===== config.mk =====
export PLATFORM = sky130hd
export DESIGN_NAME = add_operand_sequencer
export DESIGN_NICKNAME = d
export VERILOG_FILES = /design/src/rtl/add_operand_sequencer.sv
export SDC_FILE = /design/constraint.sdc
export NUM_CORES = 1
export LEC_CHECK = 0
export BUFFER_PORTS_ARGS = -buffer_cell sky130_fd_sc_hd__buf_2
export CORE_UTILIZATION = 55
export CTS_CLUSTER_DIAMETER = 200
export DETAILED_ROUTE_END_ITERATION = 6
export GPL_TIMING_DRIVEN = 0
export PLACE_DENSITY_LB_ADDON = 0.1
export SYNTH_ARGS = -nofsm -noshare
export SYNTH_HDL_FRONTEND = slang
export SYNTH_SLANG_ARGS = --single-unit

===== constraint.sdc =====
create_clock -name clk -period 3.16 [get_ports clk]
set_clock_uncertainty 0.2 [all_clocks]
set_input_delay 0.158 -clock clk [delete_from_list [all_inputs] [get_ports clk]]
set_output_delay 0.158 -clock clk [all_outputs]
set_load 0.1 [all_outputs]

===== src/rtl/add_operand_sequencer.sv =====
// add_operand_sequencer: buffers operand pairs and feeds them two-phase to a sequenced adder, returning sum/timeout
module add_operand_sequencer #(
  parameter int DATA_W  = 4,
  parameter int DEPTH   = 4,
  parameter int TIMEOUT = 8
) (
  input  logic              clk,
  input  logic              rst_n,
  input  logic              in_valid,
  output logic              in_ready,
  input  logic [DATA_W-1:0] in_a,
  input  logic [DATA_W-1:0] in_b,
  output logic [DATA_W-1:0] p,
  output logic [1:0]        p_seq,
  input  logic              add_res_valid,
  input  logic [DATA_W-1:0] add_s,
  output logic              out_valid,
  input  logic              out_ready,
  output logic [DATA_W-1:0] out_s,
  output logic              out_err,
  output logic              busy
);
  localparam int PW = $clog2(DEPTH);
  localparam int CW = $clog2(DEPTH + 1);
  localparam int TW = $clog2(TIMEOUT + 1);
  typedef enum logic [2:0] {IDLE, SEND_P1, SEND_P2, WAIT_RES, OUT} state_t;
  state_t state_q, state_d;
  logic [DATA_W-1:0] mem_a_q [DEPTH];
  logic [DATA_W-1:0] mem_a_d [DEPTH];
  logic [DATA_W-1:0] mem_b_q [DEPTH];
  logic [DATA_W-1:0] mem_b_d [DEPTH];
  logic [DATA_W-1:0] op_a_q, op_a_d, op_b_q, op_b_d, res_q, res_d;
  logic              err_q, err_d;
  logic [PW-1:0]     wr_ptr_q, wr_ptr_d, rd_ptr_q, rd_ptr_d;
  logic [CW-1:0]     count_q, count_d;
  logic [TW-1:0]     timer_q, timer_d;
  logic              full, empty, push, pop;
  assign full  = count_q == CW'(DEPTH);
  assign empty = count_q == '0;
  assign push  = in_valid && !full;
  assign pop   = state_q == IDLE && !empty;
  always_comb begin
    state_d  = state_q;
    mem_a_d  = mem_a_q;
    mem_b_d  = mem_b_q;
    op_a_d   = op_a_q;
    op_b_d   = op_b_q;
    res_d    = res_q;
    err_d    = err_q;
    timer_d  = timer_q;
    wr_ptr_d = push ? wr_ptr_q + 1'b1 : wr_ptr_q;
    rd_ptr_d = pop ? rd_ptr_q + 1'b1 : rd_ptr_q;
    count_d  = count_q + CW'(push) - CW'(pop);
    if (push) begin
      mem_a_d[wr_ptr_q] = in_a;
      mem_b_d[wr_ptr_q] = in_b;
    end
    case (state_q)
      IDLE: if (!empty) begin
        op_a_d  = mem_a_q[rd_ptr_q];
        op_b_d  = mem_b_q[rd_ptr_q];
        state_d = SEND_P1;
      end
      SEND_P1: state_d = SEND_P2;
      SEND_P2: begin
        timer_d = '0;
        state_d = WAIT_RES;
      end
      WAIT_RES: if (add_res_valid) begin
        res_d   = add_s;
        err_d   = 1'b0;
        state_d = OUT;
      end else if (timer_q == TW'(TIMEOUT - 1)) begin
        res_d   = '0;
        err_d   = 1'b1;
        state_d = OUT;
      end else begin
        timer_d = timer_q + 1'b1;
      end
      OUT: state_d = out_ready ? IDLE : OUT;
      default: state_d = IDLE;
    endcase
  end
  always_ff @(posedge clk or negedge rst_n) begin
    if (!rst_n) begin
      state_q  <= IDLE;
      mem_a_q  <= '{default: '0};
      mem_b_q  <= '{default: '0};
      op_a_q   <= '0;
      op_b_q   <= '0;
      res_q    <= '0;
      err_q    <= 1'b0;
      timer_q  <= '0;
      wr_ptr_q <= '0;
      rd_ptr_q <= '0;
      count_q  <= '0;
    end else begin
      state_q  <= state_d;
      mem_a_q  <= mem_a_d;
      mem_b_q  <= mem_b_d;
      op_a_q   <= op_a_d;
      op_b_q   <= op_b_d;
      res_q    <= res_d;
      err_q    <= err_d;
      timer_q  <= timer_d;
      wr_ptr_q <= wr_ptr_d;
      rd_ptr_q <= rd_ptr_d;
      count_q  <= count_d;
    end
  end
  assign in_ready  = !full;
  assign p_seq     = state_q == SEND_P1 ? 2'd1 : state_q == SEND_P2 ? 2'd2 : 2'd0;
  assign p         = state_q == SEND_P1 ? op_a_q : state_q == SEND_P2 ? op_b_q : '0;
  assign out_valid = state_q == OUT;
  assign out_s     = res_q;
  assign out_err   = err_q;
  assign busy      = state_q != IDLE || !empty;
endmodule


# Word-level counts from Yosys, hierarchy flattened

Index checks and enable logic that the tools add are counted.
W data, S select, Z words.

Register bits after elaboration: 59
Latch bits: 0
RAM bits: 0
Bits in read-only memories: 0
Bits of input ports: 17
Output and inout bits: 14
Logic and storage cells: 79
Memories kept: 0

Add/sub/neg operators: 5
$mul: 0
Divide/modulo/power cells: 0
$lt $le $gt $ge: 3
Eq/ne operators: 10
Shift-type cells: 0
Mux-type cells: 26
Bitwise logic cells: 3
Reduce and logical (&&, ||, !) cells: 15

Operators by type and width:

| cell                  | count |
|---|---|
| $mux W4               | 11 |
| $bwmux W16            | 2 |
| $bmux W4 S2           | 2 |
| $pmux W3 S5           | 1 |
| $mux W3               | 4 |
| $demux W4 S2          | 1 |
| $pmux W4 S2           | 1 |
| $eq A3 B2 Y1 const B  | 2 |
| $eq A3 B3 Y1 const B  | 2 |
| $ge A3 B3 Y1 const B  | 2 |
| $logic_not A3 Y1      | 2 |
| $ne A2 B2 Y1 const B  | 3 |
| $not A2 Y3            | 2 |
| $reduce_and A2 Y1     | 3 |
| $add A2 B1 Y2 const B | 2 |
| $add A4 B1 Y4 const B | 1 |
| $eq A4 B3 Y1 const B  | 1 |
| $mux W2               | 2 |
| $reduce_bool A2 Y1    | 2 |
| $add A3 B1 Y3         | 1 |
| $eq A3 B1 Y1 const B  | 1 |
| $logic_and A1 B1 Y1   | 3 |
| $lt A3 B1 Y1 const B  | 1 |
| $ne A3 B3 Y1 const B  | 1 |
| other kinds (7)       | 9 |

# Depth between registers and ports, before layout

Word-level depth: 6
Depth in mapped cells: 10

# Worst setup path before layout

OpenSTA, ideal clock, no wires.

Kind: reg2out
Start point: reg state_q[0]
End point: out p_seq[0]
Data arrival time: 2894 ps
Setup slack: -92 ps
Stages on the path, launching flop included: 3
Path buffers: 1
Path through: dfrtp_1 -> clkbuf_1 -> nor3b_1

Word-level cells in the longest chain between the ends: 2

Ends and longest elaborated chain:

| item                     | RTL line | RTL |
|---|---|---|
| start: declaration       | 27       | `state_t state_q, state_d;` |
| start signal: assignment | 98       | `state_q <= state_d;` |
| $eq A3 B1 Y1             | 112      | `assign p_seq = state_q == SEND_P1 ? 2'd1 : state_q == SEND_P2 ? 2'd2 : 2'd0;` |
| $mux W2                  | 112      |  |
| end: declaration         | 14       | `output logic [1:0] p_seq,` |

No other way between the ends.

# Worst setup path in the final report

Start point: reg count_q[1]
End point: reg count_q[2]

Elaborated cells on any way between the ends: 8

RTL lines:

| item                     | RTL line | RTL |
|---|---|---|
| start: declaration       | 35       | `logic [CW-1:0] count_q, count_d;` |
| start signal: assignment | 108      | `count_q <= count_d;` |
| $logic_not A3 Y1         | 39       | `assign empty = count_q == '0;` |
| $logic_not A1 Y1         | 41       | `assign pop = state_q == IDLE && !empty;` |
| $logic_and A1 B1 Y1      | 41       |  |
| named net pop            | 37       | `logic full, empty, push, pop;` |
| $sub A3 B1 Y3            | 53       | `count_d = count_q + CW'(push) - CW'(pop);` |
| named net count_d[2]     | 35       |  |

The timed path passes the listed nets, and every way through them passes these cells.
A chain may end at the register's enable or synchronous reset.

==> impl_metrics.yaml <==
status:
  status: "finished, final reports clean"
final_layout:
  final_cell_mix: "dfrtp_1, mux2_2, buf_2, dlygate4sd3_1, clkbuf_8"
  syn2layout_area_growth_pct: 21.2
  final_common_cell: "dfrtp_1"
  stdcell_area_mm2: 0.00336
  num_antenna_cells: 0
  layout.nets: 276
  final_core_util_pct: 70.1
  drive_gt1_share_pct: 40.0
detailed_routing:
  wirelength_um: 5260
  wl_per_cell_um: 16.3
  via_per_inst: 5.48
  first_iter_violations: 41
  drc: 0
  postRouteAntennaNets: 0
  via_count: 1765
  drt_pass1_iterations: 5
floorplanning:
  die_w_um: 72.9
  std_cell_rows: 25
  initial_core_util_pct: 57.8
  num_io_pins: 31
  core-area_mm2: 0.00479
  die_area_mm2: 0.00532
  die_h_um: 72.9
global_routing:
  grt_pass1_wl_um: 8450
  antenna_found_initial: 0
  grt-ovfl-total: 0
  grt_pass1_vias: 1844
  grt_max_degree: 60
  track_usage_pct: 22.0
power:
  ir_worst_vdd_mv: 0.656
  powerDensity_mw_per_mm2: 1190
  leakagePower_nw: 1.52
  finalPower_mw: 3.98
timing:
  setup-tns-final_ns: 0
  slew_headroom_pct: 57.7
  setup_violations: 0
  finalWorstPathRequiredPeriod_ns: 2.66
  slew_violations: 0
  period_share_pct: 84.3
  final_critical_path_setup_slack_ns: 0.495
  tightestPinTransition_ns: 0.634
  rsz0062_at_grt: "false"
  fmaxAchievable_ghz: 0.375
  finalHoldViolations: 0
yosys:
  synth_warnings: 0
  syn_area_mm2: 0.00277
  synth_cell_type_count: 39
  synthCells: 196
  synth-seq-cells: 59
  synthFlopType: "dfrtp_1"
  synth_nets: 221
  avgSynthCellArea_um2: 14.1
  synth_edf_count: 0
  async_flop_share_pct: 100
  synth_seq_area_share_pct: 53.3
setup_path:
  worst_setup_path_end_kind: "flip-flop"
  slowest_stage: "dfrtp_1"
  cp_max_fo: 10
  cp-start-kind: "flip-flop"
  cp_slowest_stage_delay_ns: 0.44
  critPathKind: "flip-flop to flip-flop"
  arrival_ns: 2.71
  cp.required_ns: 3.20
  crit_chain: "or3_1, nand2_2, inv_1, ha_1, inv_1, ha_1, inv_1, fa_1, xnor2_1, xnor2_1"
  crit_top_cell: "inv_1"
placed_design:
  dp_slack_ns: 0.473
  place_area_mm2: 0.00300
  gp_congestion: 0.743
  hpwl_um: 3590
  port_buffers: 29
cts:
  cts_buffers: 9
  postCtsSetupBuffers: 0
  cts_sinks: 59
  ctsHtreeMaxLevel: 3
  cts_buffer_depth: 2
  insertion_delay_ns: 0.32
  cts_root_buf: "clkbuf_8"
  cts_tree: "built"
  clk_pin_slew_ns: 0.06
job:
  max_cap_violations: 0
hold_path:
  worstHoldPathType: "input pin to flip-flop"
[through the flow]
stage	hold slack, ns	cells
after floorplan	-0.338	196
after global placement	0.152	292
after detailed placement	0.158	292
after CTS	0.0121	321
after global routing	0.0368	322
final	0.0250	322
[worst max-delay path: cells and delay by family, from the launching register on]
| family | cells | cell delay, ns |
|---|---|---|
| xor+xnor | 2 | 0.33 |
| fa+ha+maj | 3 | 0.78 |
| buf+inv | 3 | 0.19 |
| flops | 1 | 0.44 |
| simple gates | 2 | 0.65 |
[cell usage after synthesis, drive strengths merged (3+ instances only)]
| master | instances | area share (%) |
|---|---|---|
| inv | 8 | 1.1 |
| buf | 4 | 0.90 |
| nor2 | 10 | 1.4 |
| nand3 | 5 | 2.7 |
| mux2 | 42 | 17 |
| a22o | 5 | 1.6 |
| mux4 | 8 | 6.5 |
| a22oi | 4 | 1.1 |
| nand2b | 3 | 0.68 |
| ha | 7 | 3.2 |
| clkbuf | 3 | 0.41 |
| nand2 | 6 | 0.99 |
| dfrtp | 59 | 53 |
| xnor2 | 5 | 1.6 |
[worst paths after layout]
kind	start	endpoint	slack, ns	cells after the start
max in group asynchronous	rst_n	wr_ptr_q[1]$_DFFE_PN0P_	2.14	3
hold reg to reg	mem_b_q[9]$_DFFE_PN0P_	mem_b_q[9]$_DFFE_PN0P_	0.30	1
setup / recovery	count_q[1]$_DFF_PN0_	count_q[2]$_DFF_PN0_	0.50	10
setup reg to reg	count_q[1]$_DFF_PN0_	count_q[2]$_DFF_PN0_	0.50	10
min in group asynchronous	rst_n	count_q[1]$_DFF_PN0_	0.08	2
hold / removal	add_res_valid	timer_q[2]$_DFFE_PN0P_	0.02	4
[layer usage]
metal | vias to the layer above | share of wire [%] | global-route usage [%]
li1 | 826 | - | -
met1 | 892 | 44 | 25.9
met2 | 39 | 52 | 39.7
met3 | 8 | 2.8 | 4.56
met4 | 0 | 0.87 | 7.84
met5 | - | 0 | 0
[layout make-up]
cell class | count | area, µm²
Sequential cell | 59 | 1480
Fill cell | 344 | 1430
Multi-Input combinational cell | 122 | 1230
Timing Repair Buffer | 44 | 305
Clock buffer | 13 | 159
Tap cell | 67 | 83.8
Buffer | 7 | 36.3
Clock inverter | 2 | 35.0
Inverter | 8 | 30.0
[kinds of logic after synthesis]
group           Yosys count  share of synthesized area (%)
fa+ha+maj                 8                           3.89
flops                    59                           53.3
xor+xnor                  5                           1.58
mux                      50                           23.6
simple gates             40                           10.0
buf+inv                  15                           2.40
compound gates           19                           5.15
[sequential cells by signal, indices dropped and copies added, names as in the netlist]
name,flops
mem_a_q,16
wr_ptr_q,2
op_b_q,4
rd_ptr_q,2
state_q,3
out_s,4
mem_b_q,16
count_q,3
op_a_q,4
timer_q,4
out_err,1
[where the power goes]
part	internal (mW)	switching (mW)	leakage [nW]
logic	0.778	1.17	0.705
registers	1.14	0.228	0.712
clock network	0.402	0.268	0.0995
total	2.32	1.66	1.52
[timing repair]
action | CTS | global route
hold endpoints to repair | 96 | 0
gates resized for setup | 0 | 0
hold buffers | 14 | 0
endpoints found under the setup margin | 0 | 0
No activity file was read; power rests on OpenSTA's default activity.
